==> src/rtl/rgb_to_ycbcr_stream.sv <==
// Four-stage BT.601 RGB -> YCbCr converter with valid/ready streaming, optional studio-range
// scaling and a user sideband that travels with each pixel.
module rgb_to_ycbcr_stream #(
    parameter int unsigned DATA_W = 8,
    parameter int unsigned FRAC_W = 8,
    parameter int unsigned USER_W = 2
) (
    input  logic              clk,
    input  logic              rst,
    input  logic              in_valid,
    output logic              in_ready,
    input  logic [DATA_W-1:0] in_r,
    input  logic [DATA_W-1:0] in_g,
    input  logic [DATA_W-1:0] in_b,
    input  logic              in_studio,
    input  logic [USER_W-1:0] in_user,
    output logic              out_valid,
    input  logic              out_ready,
    output logic [DATA_W-1:0] out_y,
    output logic [DATA_W-1:0] out_cb,
    output logic [DATA_W-1:0] out_cr,
    output logic [USER_W-1:0] out_user
);

    localparam int unsigned ONE = 1 << FRAC_W;
    localparam int unsigned KR  = (299 * ONE + 500) / 1000;
    localparam int unsigned KB  = (114 * ONE + 500) / 1000;
    localparam int unsigned KG  = ONE - KR - KB;
    localparam int unsigned KCB = (564 * ONE + 500) / 1000;
    localparam int unsigned KCR = (713 * ONE + 500) / 1000;
    localparam int unsigned PW  = DATA_W + FRAC_W;
    localparam int unsigned SW  = PW + 2;
    localparam int unsigned CW  = DATA_W + FRAC_W + 12;

    // One generous signed width for all chroma and studio arithmetic.
    typedef logic signed [CW-1:0] wide_t;

    localparam wide_t RND_C  = wide_t'(ONE / 2);
    localparam wide_t HALF_C = wide_t'(1 << (DATA_W - 1));
    localparam wide_t MAX_C  = wide_t'((1 << DATA_W) - 1);
    localparam wide_t YOFF_C = wide_t'(16 << (DATA_W - 8));
    localparam wide_t KCB_C  = wide_t'(KCB);
    localparam wide_t KCR_C  = wide_t'(KCR);
    localparam wide_t K220_C = wide_t'(220);
    localparam wide_t K225_C = wide_t'(225);
    localparam wide_t R128_C = wide_t'(128);

    function automatic logic [DATA_W-1:0] clamp(input wide_t v);
        if (v < 0) return '0;
        if (v > MAX_C) return '1;
        return v[DATA_W-1:0];
    endfunction

    function automatic logic [DATA_W-1:0] chroma(input logic signed [DATA_W:0] d, input wide_t k);
        wide_t p;
        p = (wide_t'(d) * k + RND_C) >>> FRAC_W;
        return clamp(HALF_C + p);
    endfunction

    function automatic logic [DATA_W-1:0] studio_y(input logic [DATA_W-1:0] y);
        wide_t p;
        p = (wide_t'(y) * K220_C + R128_C) >>> 8;
        return clamp(YOFF_C + p);
    endfunction

    function automatic logic [DATA_W-1:0] studio_c(input logic [DATA_W-1:0] c);
        wide_t p;
        p = ((wide_t'(c) - HALF_C) * K225_C + R128_C) >>> 8;
        return clamp(HALF_C + p);
    endfunction

    logic                     en;
    logic                     v1_q, v2_q, v3_q;
    logic [PW-1:0]            pr_q, pg_q, pb_q;
    logic [DATA_W-1:0]        r1_q, b1_q;
    logic                     s1_q, s2_q, s3_q;
    logic [USER_W-1:0]        u1_q, u2_q, u3_q;
    logic [DATA_W-1:0]        y2_q, y3_q, cb3_q, cr3_q;
    logic signed [DATA_W:0]   db2_q, dr2_q;

    logic [SW-1:0]            sum_c;
    logic [DATA_W-1:0]        y_c;
    logic signed [DATA_W:0]   db_c, dr_c;
    logic [DATA_W-1:0]        y4_c, cb4_c, cr4_c;

    // Whole pipeline freezes while the output register is full and not taken.
    assign en       = !out_valid || out_ready;
    assign in_ready = en;

    assign sum_c = SW'(pr_q) + SW'(pg_q) + SW'(pb_q) + SW'(ONE / 2);
    assign y_c   = DATA_W'(sum_c >> FRAC_W);
    assign db_c  = $signed({1'b0, b1_q}) - $signed({1'b0, y_c});
    assign dr_c  = $signed({1'b0, r1_q}) - $signed({1'b0, y_c});

    always_comb begin
        y4_c  = y3_q;
        cb4_c = cb3_q;
        cr4_c = cr3_q;
        if (s3_q) begin
            y4_c  = studio_y(y3_q);
            cb4_c = studio_c(cb3_q);
            cr4_c = studio_c(cr3_q);
        end
    end

    always_ff @(posedge clk or posedge rst) begin
        if (rst) begin
            v1_q      <= 1'b0;
            v2_q      <= 1'b0;
            v3_q      <= 1'b0;
            out_valid <= 1'b0;
            pr_q      <= '0;
            pg_q      <= '0;
            pb_q      <= '0;
            r1_q      <= '0;
            b1_q      <= '0;
            s1_q      <= 1'b0;
            s2_q      <= 1'b0;
            s3_q      <= 1'b0;
            u1_q      <= '0;
            u2_q      <= '0;
            u3_q      <= '0;
            y2_q      <= '0;
            db2_q     <= '0;
            dr2_q     <= '0;
            y3_q      <= '0;
            cb3_q     <= '0;
            cr3_q     <= '0;
            out_y     <= '0;
            out_cb    <= '0;
            out_cr    <= '0;
            out_user  <= '0;
        end else if (en) begin
            v1_q      <= in_valid;
            pr_q      <= PW'(in_r) * PW'(KR);
            pg_q      <= PW'(in_g) * PW'(KG);
            pb_q      <= PW'(in_b) * PW'(KB);
            r1_q      <= in_r;
            b1_q      <= in_b;
            s1_q      <= in_studio;
            u1_q      <= in_user;

            v2_q      <= v1_q;
            y2_q      <= y_c;
            db2_q     <= db_c;
            dr2_q     <= dr_c;
            s2_q      <= s1_q;
            u2_q      <= u1_q;

            v3_q      <= v2_q;
            y3_q      <= y2_q;
            cb3_q     <= chroma(db2_q, KCB_C);
            cr3_q     <= chroma(dr2_q, KCR_C);
            s3_q      <= s2_q;
            u3_q      <= u2_q;

            out_valid <= v3_q;
            out_y     <= y4_c;
            out_cb    <= cb4_c;
            out_cr    <= cr4_c;
            out_user  <= u3_q;
        end
    end

endmodule

==> config.mk <==
export PLATFORM = sky130hd
export DESIGN_NAME = rgb_to_ycbcr_stream
export DESIGN_NICKNAME = d
export VERILOG_FILES = /design/src/rtl/rgb_to_ycbcr_stream.sv
export SDC_FILE = /design/constraint.sdc
export NUM_CORES = 1
export LEC_CHECK = 0
export ABC_AREA = 1
export CORE_AREA = 2 2 172 174
export DETAILED_ROUTE_END_ITERATION = 16
export DIE_AREA = 0 0 174 176
export HOLD_SLACK_MARGIN = 0.1
export PLACE_DENSITY = 0.75
export SYNTH_ARGS = -nofsm -noshare
export SYNTH_HDL_FRONTEND = slang
export SYNTH_SLANG_ARGS = --single-unit
==> constraint.sdc <==
create_clock -name clk -period 15.3 [get_ports clk]
set_input_delay 4.59 -clock clk [delete_from_list [all_inputs] [get_ports clk]]
set_output_delay 4.59 -clock clk [all_outputs]
set_load 0.03 [all_outputs]
==> results of run 1 <==
==> worst max-delay path by stage <==
stage,endpoint,cells after the start,startpoint,slack [ns]
4_1_cts,in_ready,5,out_ready,4.29
6_report,in_ready,5,out_ready,4.29
2_1_floorplan,in_ready,4,out_ready,5.24
3_5_place_dp,in_ready,5,out_ready,4.32
3_3_place_gp,in_ready,5,out_ready,4.33
5_1_grt,in_ready,5,out_ready,4.18
==> logic make-up (layout without fill, tap and decap cells) <==
| logic type | Yosys count | in the layout | share of synthesized area [%] |
|---|---|---|---|
| compound gates | 285 | 285 | 9.43 |
| xor+xnor | 73 | 73 | 3.89 |
| fa+ha+maj | 427 | 427 | 36.2 |
| buf+inv | 430 | 489 | 9.53 |
| flops | 144 | 144 | 21.2 |
| simple gates | 783 | 783 | 19.7 |
==> worst max-delay path, cell delays in order <==
cell,delay (ns)
sky130_fd_sc_hd__clkdlybuf4s50_1,0.45
sky130_fd_sc_hd__nor2_4,0.11
sky130_fd_sc_hd__buf_4,0.47
sky130_fd_sc_hd__clkinv_2,0.15
sky130_fd_sc_hd__clkdlybuf4s50_1,0.63
==> layout by cell type, fill, tap and decap left out, drive strengths merged, types with 6 or more instances in the layout <==
| master | count |
|---|---|
| nor2 | 125 |
| clkbuf | 17 |
| nand2 | 518 |
| o21bai | 8 |
| a21oi | 109 |
| o31ai | 10 |
| xor2 | 48 |
| nand4 | 22 |
| ha | 320 |
| a31oi | 6 |
| fa | 107 |
| nand3 | 93 |
| nor3 | 12 |
| o21ai | 136 |
| clkdlybuf4s50 | 58 |
| or2 | 8 |
| xnor2 | 24 |
| a21o | 7 |
| dfrtp | 144 |
| inv | 401 |
==> registers in the layout, summed over array words and instances, names as in the netlist, 2 cells and up <==
register	cells
pg_q	15
pr_q	13
pb_q	11
db2_q	9
dr2_q	9
b1_q	8
cb3_q	8
cr3_q	8
out_cb	8
out_cr	8
out_y	8
r1_q	8
y2_q	8
y3_q	8
out_user	2
u1_q	2
u2_q	2
u3_q	2
==> cell type report <==
cell class	count	share of cell area [%]
multi-input cells	1568	63.3
clock inverters	15	1.07
clock buffers	17	2.29
flip-flops and latches	144	19.4
inverters	395	8.02
well taps	384	2.59
repair buffers	62	3.29
==> metal layers <==
| layer | global-route usage, % | vias up | share of wire (%) |
|---|---|---|---|
| met5 | 0 | - | 0 |
| met4 | 7.14 | 0 | 2.4 |
| met3 | 3.08 | 61 | 3.7 |
| met2 | 44.3 | 253 | 49 |
| met1 | 31.6 | 6524 | 45 |
| li1 | - | 6933 | - |
==> per-stage QoR <==
stage | cell area (um2) | setup WS (ns) | std cells | util (%)
finish | 18600 | 4.29 | 2585 | 65.1
global route | 18600 | 4.18 | 2585 | 65.1
CTS | 18600 | 4.29 | 2585 | 65.1
detailed placement | 17900 | 4.32 | 2553 | 62.9
global placement | 17900 | 4.33 | 2553 | 62.9
floorplan | 17000 | 5.24 | 2142 | -
==> impl.org, run 1 <==
** Status
- Run status :: complete, no violations

** Global routing
- The number of global-route vias before repair was ~14000.
- Wire length of the first global-routing pass :: between 60000 and 70000 um
- Antenna violations before repair :: 0
- Sum of overflow across all layers after global routing :: 0
- Maximum number of pins on one net before global-route repair :: approximately 120
- Global routing usage summed across all routing layers :: approximately a quarter

** Placed design
- The count of buffers added on input and output ports is between 50 and 60.
- Weighted congestion at the end of routability-driven global placement :: approximately 0.86
- Final HPWL from detailed placement :: between 20000 and 30000 um

** Routing
- Final routed wire length divided by cell count :: 13.9 um
- The detailed router placed between 10000 and 15000 vias in this run.
- After detailed routing, the number of vias per cell comes to approximately 5.3.
- The first detailed-routing pass ran for 5 iterations.
- For this block, the initial DRC count from the detailed router was 722.
- Number of nets still failing antenna checks after routing :: 0
- Final routed DRC violation total :: 0
- DRT Wirelength :: ~36000 um

** Yosys
- Biggest area consumer among synthesized cells :: sky130_fd_sc_hd__ha_1
- Yosys Warn Count :: 0
- Post-synth EDFFs :: 0
- Yosys top cell area share :: a little under a quarter
- In this run, synthesis produced a sequential element count of 144.
- Netlist Area Pre-Place :: around 0.017 mm2
- Post-synth net total :: 2600
- Counting instances in the post-synthesis netlist gives the leading cell types as sky130_fd_sc_hd__nand2_1, sky130_fd_sc_hd__inv_1, sky130_fd_sc_hd__ha_1, sky130_fd_sc_hd__dfrtp_1, sky130_fd_sc_hd__o21ai_0.
- Number of distinct library cells after synthesis :: 42
- For this run, asynchronously set or reset flops after synthesis account for between 90% and 100%.
- In the post-synthesis netlist, the biggest area contributors are sky130_fd_sc_hd__ha_1, sky130_fd_sc_hd__dfrtp_1, sky130_fd_sc_hd__fa_1.
- Yosys instantiated no cell more often than sky130_fd_sc_hd__nand2_1.
- Synthesis produced between 2000 and 2500 cells.
- Sequential elements use 21.2% of the synthesized area.
- In this run the mean area of a mapped cell was 7.93 um2.
- Ys flop type :: sky130_fd_sc_hd__dfrtp_1

** Worst hold path
- Counting instances, the worst hold path has a depth of 1.
- HP Start :: v3_q
- The worst hold path belongs to the class reg2reg.
- Hold worst-path end :: out_valid

** Worst setup path
- Required time at the worst-slack endpoint :: approximately 11 ns
- At the worst endpoint, the arrival time is roughly 6.4 ns.
- The worst register-to-register path begins at dr2_q[8].
- Worst Reg2Reg Path Length in Cells :: 22
- Register-to-register path setup slack :: just under 10 ns
- STA classifies the critical path startpoint as a primary input.
- The worst setup path is captured at a primary output.
- The worst register-to-register path ends at cr3_q[3].
- Critical setup path kind :: in2out
- In this run the worst path has a maximum fanout of between 40 and 50.

** Layout
- Compared with the post-synthesis result, the final layout area differs by 9.39%.
- Area used by sequential logic in the layout :: approximately 0.0036 mm2
- Area occupied by multi-input gates :: between 0.01 and 0.015 mm2
- For this run, the post-layout net count is 2646.
- Fraction of layout instances using a drive strength above 1 :: about 5%
- The filler cells instantiated in the layout total roughly 2500.
- The repair_antennas step left the layout with diodes totalling 0.

** Clocking
- Counting every sink on the clock net gives about 140.
- Buffers added to address setup during post-CTS repair amount to 0.
- Number of buffers on the longest clock path :: 2
- Clock latency at the later pin of the worst-skew pair :: roughly 0.44 ns
- TritonCTS clock tree :: yes
- Clock Root Buffer :: sky130_fd_sc_hd__clkbuf_16
- After clock tree synthesis, the clock-pin slew on the worst setup and hold paths is ~0.060 ns.
- In this run the number of H-tree levels came out at 4.
- Number of buffers added by the clock tree synthesis step :: 17
- Count of hold buffers inserted by post-cts repair :: 0
- In this run, post-CTS repair resized a total of 0 instances.

** Floorplan
- The region available for standard cell placement spans 0.0285 mm2.
- Pin placement for this block handled between 50 and 60 I/O pins.
- Y dimension of the die :: 176 um
- Horizontal die dimension :: about 170 um
- Placement Rows :: just over 60
- The floorplan step defined a die boundary enclosing between 0.03 and 0.04 mm2.
- For this configuration, the core starts out at a cell density of approximately three fifths.

** STA
- Setup tns final :: 0 ns
- The final number of max-transition violations was 0.
- Slew headroom :: a little under a fifth
- Static timing analysis puts the maximum clock frequency at approximately 90 MHz.
- Hold is met by 0.472 ns.
- Portion of the clock cycle consumed by the worst path in the final layout :: a little under three quarters
- At the pin with the least slew margin, the transition time is about 1.2 ns.
- Final setup fails :: 0
- Across the routed clock network, the largest skew measured is between 0.009 and 0.01 ns.
- Setup repair after global routing left no endpoint under its margin.
- Count of endpoints failing hold in the final timing report :: 0
- For the finished layout, the period the worst path requires is ~11 ns.

** Run
- Maximum capacitance violations :: 0
Power of run 1 is left out: the tool's default activity adds up to more than one toggle a clock period on the data nets, which glitch-free logic cannot reach.
==> run 2, diff against run 1 <==
==> constraint.sdc (replaced) <==
create_clock -name clk -period 10.9 [get_ports clk]
set_input_delay 3.27 -clock clk [delete_from_list [all_inputs] [get_ports clk]]
set_output_delay 3.27 -clock clk [all_outputs]
set_load 0.03 [all_outputs]
==> run 2 against run 1 <==
Compared with the run above:
- global-route usage is essentially flat
- clock skew is 0.0010 ns higher
- sequential share of layout area grew 0.067 points
- worst hold slack improved by 0.0014 ns
- critical endpoint unchanged
- die area unchanged
- final cell count about the same
- routed wire length shrank 0.27%
- count of clock-buffer cells in the layout grew 3
- via count is 1.4% lower
- critical path depth is 1 lower
- core utilization fell by 0.22 points
==> impl.org, run 2 (synthesis results as in run 1) <==
** Status
- Run status :: complete, no violations

** Routing
- Across all layers, the routed design uses ~14000 vias.
- DRT Wirelength :: around 36000 um
- Number of nets still failing antenna checks after routing :: 0
- In the routed layout, each cell is associated on average with a via count of between 5 and 6.
- For this run, design rule violations remaining after detail routing come to 0.
- The first detailed-routing pass ran for 6 iterations.
- Final routed wire length divided by cell count :: about 14 um
- DRC violation total after the first TritonRoute iteration :: between 600 and 700

** Clocking
- Number of buffers on the longest clock path :: 2
- The number of hold buffers added after CTS was 0.
- In this run the number of H-tree levels came out at 4.
- Counting the buffers created by CTS gives 17.
- The number of gates resized after CTS was 0.
- The clock reaches the later pin of the worst-skew pair after approximately 0.43 ns.
- The tree is rooted in a sky130_fd_sc_hd__clkbuf_16.
- Post-CTS timing repair inserted 0 buffers for setup.
- TritonCTS built the clock tree.
- Number of clock sinks :: ~140
- Clock-pin slew was measured on the worst setup and hold paths at 0.06 ns.

** Global routing
- For met3 alone, demand over resource in global routing was approximately 3.8%.
- Grt met1 use :: about a third
- Global routing usage summed across all routing layers :: between 20% and 30%
- GR Util met2 :: between 40% and 50%
- Maximum number of pins on one net before global-route repair :: 96
- Vias in the first global route :: roughly 14000
- Sum of overflow across all layers after global routing :: 0
- Wire length of the first global-routing pass :: around 63000 um
- Antenna violations before repair :: 0
- After global routing, the most crowded layer is met2.

** STA
- RSZ-0062 raised after global routing :: no
- Final Critical Period :: approximately 8.3 ns
- Dividing the final minimum period by the clock period gives between 70% and 80%.
- After routing, the total negative slack on setup checks comes to 0 ns.
- Across the routed clock network, the largest skew measured is 0.0102 ns.
- Static timing analysis puts the maximum clock frequency at about 120 MHz.
- Slew headroom :: between 30% and 40%
- Setup violations remaining at the end of the flow were counted as 0.
- At the pin with the least slew margin, the transition time is about 1 ns.
- Final Max Slew Viols :: 0
- The total count of hold-check failures in the final report came to 0.

** Placed design
- Weighted congestion at the end of routability-driven global placement :: roughly 0.86
- Input and output buffers added on the ports amount to slightly below 60.
- After legalization and detailed placement, the total HPWL measured 28500 um.

** Run
- Maximum capacitance violations :: 0

** Floorplan
- Area of the die :: 0.0306 mm2
- Number of ports placed on the die boundary :: approximately 60
- Placement Rows :: slightly above 60
- The die is approximately 180 um tall.
- Placeable core region :: roughly 0.029 mm2
- Starting density of the core :: about three fifths
- In this run the horizontal extent of the chip is about 170 um.

** Worst setup path
- Required time at the worst-slack endpoint :: ~7.6 ns
- Critical setup path kind :: in2out
- Category of the worst setup path launch point :: primary input
- Arrival time of data at the critical path endpoint :: between 5 and 6 ns
- Kind of end point of the critical path :: primary output
- Of all nets on the critical path, the largest fanout is 28.

** Layout
- Layout Nets :: between 2000 and 3000
- Max FFs per register :: 15
- Fraction of layout instances using a drive strength above 1 :: 4.91%
- Leaving out fill and tap cells, the most frequent cells in the layout are sky130_fd_sc_hd__nand2_1, sky130_fd_sc_hd__inv_1, sky130_fd_sc_hd__ha_1, sky130_fd_sc_hd__dfrtp_1, sky130_fd_sc_hd__o21ai_0.
- Regs by FF count :: pg_q x15, pr_q x13, pb_q x11
- The filler cells instantiated in the layout total between 2000 and 2500.
- Area growth, synth to finish :: 9.01%
- Ranked by flip-flop count, first place goes to pg_q.
- The library cell used most frequently in the layout, excluding fill and tap cells, is sky130_fd_sc_hd__nand2_1.
- Antenna Diode Count :: 0

** Worst hold path
- Class of the tightest hold or removal check :: reg2reg
## run 2: cell types whose count changed in the layout (fill, tap and decap cells not counted)
cell	delta
sky130_fd_sc_hd__bufinv_16	-1
sky130_fd_sc_hd__clkbuf_1	+2
sky130_fd_sc_hd__inv_6	-3
sky130_fd_sc_hd__clkinv_2	+4
sky130_fd_sc_hd__clkinvlp_4	-2
sky130_fd_sc_hd__inv_8	-3
sky130_fd_sc_hd__clkbuf_8	+1
## run 2: per-stage QoR
step	worst slack, ns	instance area (um2)	cells	utilization, %	hold slack (ns)
after global placement	2.66	17900	2553	62.9	0.462
after floorplan	3.48	17000	2142	-	0.440
after detailed placement	2.66	17900	2553	62.9	0.460
after global routing	2.57	18500	2583	64.8	0.495
after CTS	2.65	18500	2583	64.8	0.476
final	2.62	18500	2583	64.8	0.473
## run 2: area by class of cell
cell class | count | area [um2] | share of cell area, %
Multi-Input combinational cell | 1568 | 11800 | 63.6
Sequential cell | 144 | 3600 | 19.5
Inverter | 395 | 1490 | 8.04
Timing Repair Buffer | 62 | 611 | 3.30
Tap cell | 384 | 480 | 2.60
Clock buffer | 20 | 447 | 2.41
Clock inverter | 10 | 114 | 0.615
## run 2: path summary, 6_finish.rpt
path / startpoint / to / slack [ns] / depth (start not counted)
hold / removal: y2_q[7] / y3_q[7] / 0.47 / 2
max in group asynchronous: rst / db2_q[0] / 6.24 / 3
setup reg to reg: dr2_q[8] / cr3_q[1] / 5.45 / 21
hold reg to reg: y2_q[7] / y3_q[7] / 0.47 / 2
setup / recovery: out_ready / in_ready / 2.62 / 4
min in group asynchronous: rst / u3_q[1] / 3.39 / 2
## run 2: metal layers
metal / wire, um / vias to the layer above / part of all wire, %
met5: 0 / - / 0
met1: 16500 / 6388 / 46
met3: 1240 / 45 / 3.5
met4: 604 / 0 / 1.7
li1: - / 6917 / -
met2: 17600 / 223 / 49
## run 2: critical path, cell delays in order
cell and delay [ns]:
sky130_fd_sc_hd__clkdlybuf4s50_1 0.44, sky130_fd_sc_hd__nor2_4 0.13, sky130_fd_sc_hd__clkinv_2 0.33, sky130_fd_sc_hd__clkdlybuf4s50_1 0.83
Power of run 2 is left out for the same reason.
==> run 3, diff against run 2 <==
--- a/config.mk
+++ b/config.mk
@@ -6,11 +6,11 @@
 export NUM_CORES = 1
 export LEC_CHECK = 0
 export ABC_AREA = 1
-export CORE_AREA = 2 2 172 174
+export CORE_AREA = 2 2 175 177
 export DETAILED_ROUTE_END_ITERATION = 16
-export DIE_AREA = 0 0 174 176
+export DIE_AREA = 0 0 177 179
 export HOLD_SLACK_MARGIN = 0.1
-export PLACE_DENSITY = 0.75
+export PLACE_DENSITY = 0.76
 export SYNTH_ARGS = -nofsm -noshare
 export SYNTH_HDL_FRONTEND = slang
 export SYNTH_SLANG_ARGS = --single-unit
==> constraint.sdc (replaced) <==
create_clock -name clk -period 6.8 [get_ports clk]
set_input_delay 2.04 -clock clk [delete_from_list [all_inputs] [get_ports clk]]
set_output_delay 2.04 -clock clk [all_outputs]
set_load 0.03 [all_outputs]
==> run 3 against run 2 <==
Compared with the run above:
- final area increased by 0.28%
- global-route usage decreased by 1.1 points
- routed wire length decreased by 1.6%
- non-clock buffer count increased by 3
- worst hold slack got worse by 0.010 ns
- first-iteration DRC count decreased by 8.0%
- setup slack got worse by 1.4 ns
==> impl.org, run 3 (synthesis results as in run 1) <==
** Clocking
- Buffers inserted during clock tree synthesis total 17.
- Number of buffers on the longest clock path :: 2
- Post-CTS Resized :: 0
- Clock transition time at the flip-flop clock pins of the worst setup and hold paths :: ~0.070 ns
- Count of hold buffers inserted by post-cts repair :: 0
- Clock latency at the later pin of the worst-skew pair :: about 0.44 ns
- TritonCTS built the clock tree.
- Clock Root Buffer :: sky130_fd_sc_hd__clkbuf_16
- In this run the number of H-tree levels came out at 4.
- Post-CTS repair timing setup buffer count :: 0
- The tree built by TritonCTS fans out to 144 sinks.

** Layout
- Leaving out fill and tap cells, the most frequent cell in the layout is sky130_fd_sc_hd__nand2_1.
- Layout Nets :: 2649
- Fin cells :: between 2000 and 3000
- Of the cells placed in the final design, the portion with a size suffix greater than 1 is between 5 and 6%.
- Antenna Diode Count :: 0
- The top cell types in the final layout, fill and taps aside, are sky130_fd_sc_hd__nand2_1, sky130_fd_sc_hd__inv_1, sky130_fd_sc_hd__ha_1, sky130_fd_sc_hd__dfrtp_1, sky130_fd_sc_hd__o21ai_0.
- The finished cells cover ~0.019 mm2.
- Area growth, synth to finish :: 9.31%
- Max FFs per register :: 15
- More flip-flops sit in one register than any other, and that register is pg_q.
- Regs by FF count :: pg_q x15, pr_q x13, pb_q x11

** Worst setup path
- The slowest stage of the critical path belongs to the cell sky130_fd_sc_hd__fa_1.
- Kind of end point of the critical path :: flop
- Critical setup path kind :: in2reg
- The startpoint identified for the worst register-to-register timing path is dr2_q[7].
- Critical path's largest stage delay :: ~0.52 ns
- Required time at the worst-slack endpoint :: 7.13 ns
- Walking the worst path, the cells encountered are clkdlybuf4s50_1 -> ha_1 -> ha_1 -> inv_1 -> fa_1 -> fa_1 -> inv_1 -> ha_1 -> inv_1 -> nor3_1 -> nor2_1 -> o21ai_0 -> nand2_1 -> nand2_1 -> nand2_1 -> nand2_1 -> nand2_1 -> nand2_1 -> a21oi_1 -> or2_2 -> nand3_1 -> nand2_1.
- Data on the critical path arrives at its endpoint at between 5 and 6 ns.
- Along the worst path, the maximum fanout reaches 4.
- The worst setup path is launched from a primary input.
- Counting stages on the worst path, the most repeated cell is sky130_fd_sc_hd__nand2_1.
- Tracing the worst setup path back leads to its startpoint at in_g[4].

** STA
- For the pin with the worst max-slew slack, the measured transition is approximately 0.96 ns.
- For the final database, setup skew stands at 0.0178 ns.
- Slew headroom :: 35.9%
- RSZ-0062 raised after global routing :: no
- Portion of the clock cycle consumed by the worst path in the final layout :: 82.6%
- Counting I/O delays and the setup requirement, the final critical path takes ~5.6 ns.
- Count of endpoints failing hold in the final timing report :: 0
- Setup violations remaining at the end of the flow were counted as 0.
- After routing, the total negative slack on setup checks comes to 0 ns.
- The final number of max-transition violations was 0.
- Maximum operating frequency :: around 180 MHz

** Floorplan
- Number of ports placed on the die boundary :: 59
- Once the floorplan was initialized, standard cells occupied 56.5% of the core.
- The core region is between 0.03 and 0.04 mm2.
- The floorplan has 64 rows.
- Horizontal die dimension :: 177 um
- Area of the die :: between 0.03 and 0.04 mm2
- The die is roughly 180 um tall.

** Placed design
- At the end of routability-driven placement, the weighted congestion stood at slightly below 0.9.
- In this run the tool buffered the top-level ports with 58 buffer cells.
- Final HPWL from detailed placement :: 28400 um
- Number of placed instances, taps included :: 2568
- Placed Area :: approximately 0.018 mm2

** Global routing
- Global-route track usage on met3 :: under 10%
- Busiest grt layer :: met2
- Grt met1 use :: 29.4%
- Vias in the first global route :: 13600
- Antenna violations before repair :: 0
- Global routing finished with a remaining overflow of 0.
- The first global-routing pass estimated between 60000 and 70000 um of wire.
- Global routing usage summed across all routing layers :: roughly a quarter
- Maximum number of pins on one net before global-route repair :: approximately 100
- GR Util met2 :: a little over two fifths

** Worst hold path
- The min-delay analysis places its worst path in the category reg2reg.
- HP Start :: v3_q

** Routing
- The final route contains 13700 vias.
- Number of detailed-routing iterations run before antenna repair :: 6
- DRC violation total after the first TritonRoute iteration :: between 600 and 700
- The detail route stage leaves a number of antenna-violating nets equal to 0.
- Final routed wire length divided by cell count :: ~14 um
- Final routed DRC violation total :: 0
- DRT Wirelength :: 35400 um
- After detailed routing, the number of vias per cell comes to roughly 5.3.

** Run
- Maximum capacitance violations :: 0

** Status
- The flow ran to the end, and the final reports show no timing, DRC or antenna violations.
[run 3: critical path: cells and delay by family]
| kind | cells | cell delay (ns) |
|---|---|---|
| AND/OR/NAND/NOR | 11 | 1.09 |
| AO/OA/AOI/OAI | 2 | 0.19 |
| adder cells (fa/ha/maj) | 5 | 1.95 |
| buffers and inverters | 4 | 0.68 |
[run 3: worst paths after layout]
kind | end | slack (ns) | cells past startpoint
max in group asynchronous | dr2_q[0] | 3.74 | 3
min | out_valid | 0.46 | 1
max reg2reg | cr3_q[1] | 1.42 | 22
min in group asynchronous | s1_q | 2.15 | 2
min reg2reg | out_valid | 0.46 | 1
max | pg_q[14] | 1.19 | 22
[run 3: metal layers]
layer	vias to the layer above	part of all wire, %	routed length (um)
met5	-	0	0
met4	0	2.2	773
met3	53	2.7	964
met2	225	50	17700
met1	6446	45	15900
li1	6944	-	-
[run 3: cell type report]
class                      count  area, um2
clock inverter                13        121
clock buffer                  19        453
timing repair buffer          65        633
inverter                     395       1490
sequential                   144       3600
multi-input combinational   1568      11800
tap                          396        495
fill                        2588      11500
[run 3: through the flow]
stage	hold WS, ns	worst slack (ns)	utilization [%]
6_report	0.463	1.19	61.8
2_1_floorplan	0.440	0.894	-
3_5_place_dp	0.447	0.770	59.9
3_3_place_gp	0.450	0.885	59.9
5_1_grt	0.479	0.798	61.8
4_1_cts	0.463	1.23	61.8
Power of run 3 is left out for the same reason.
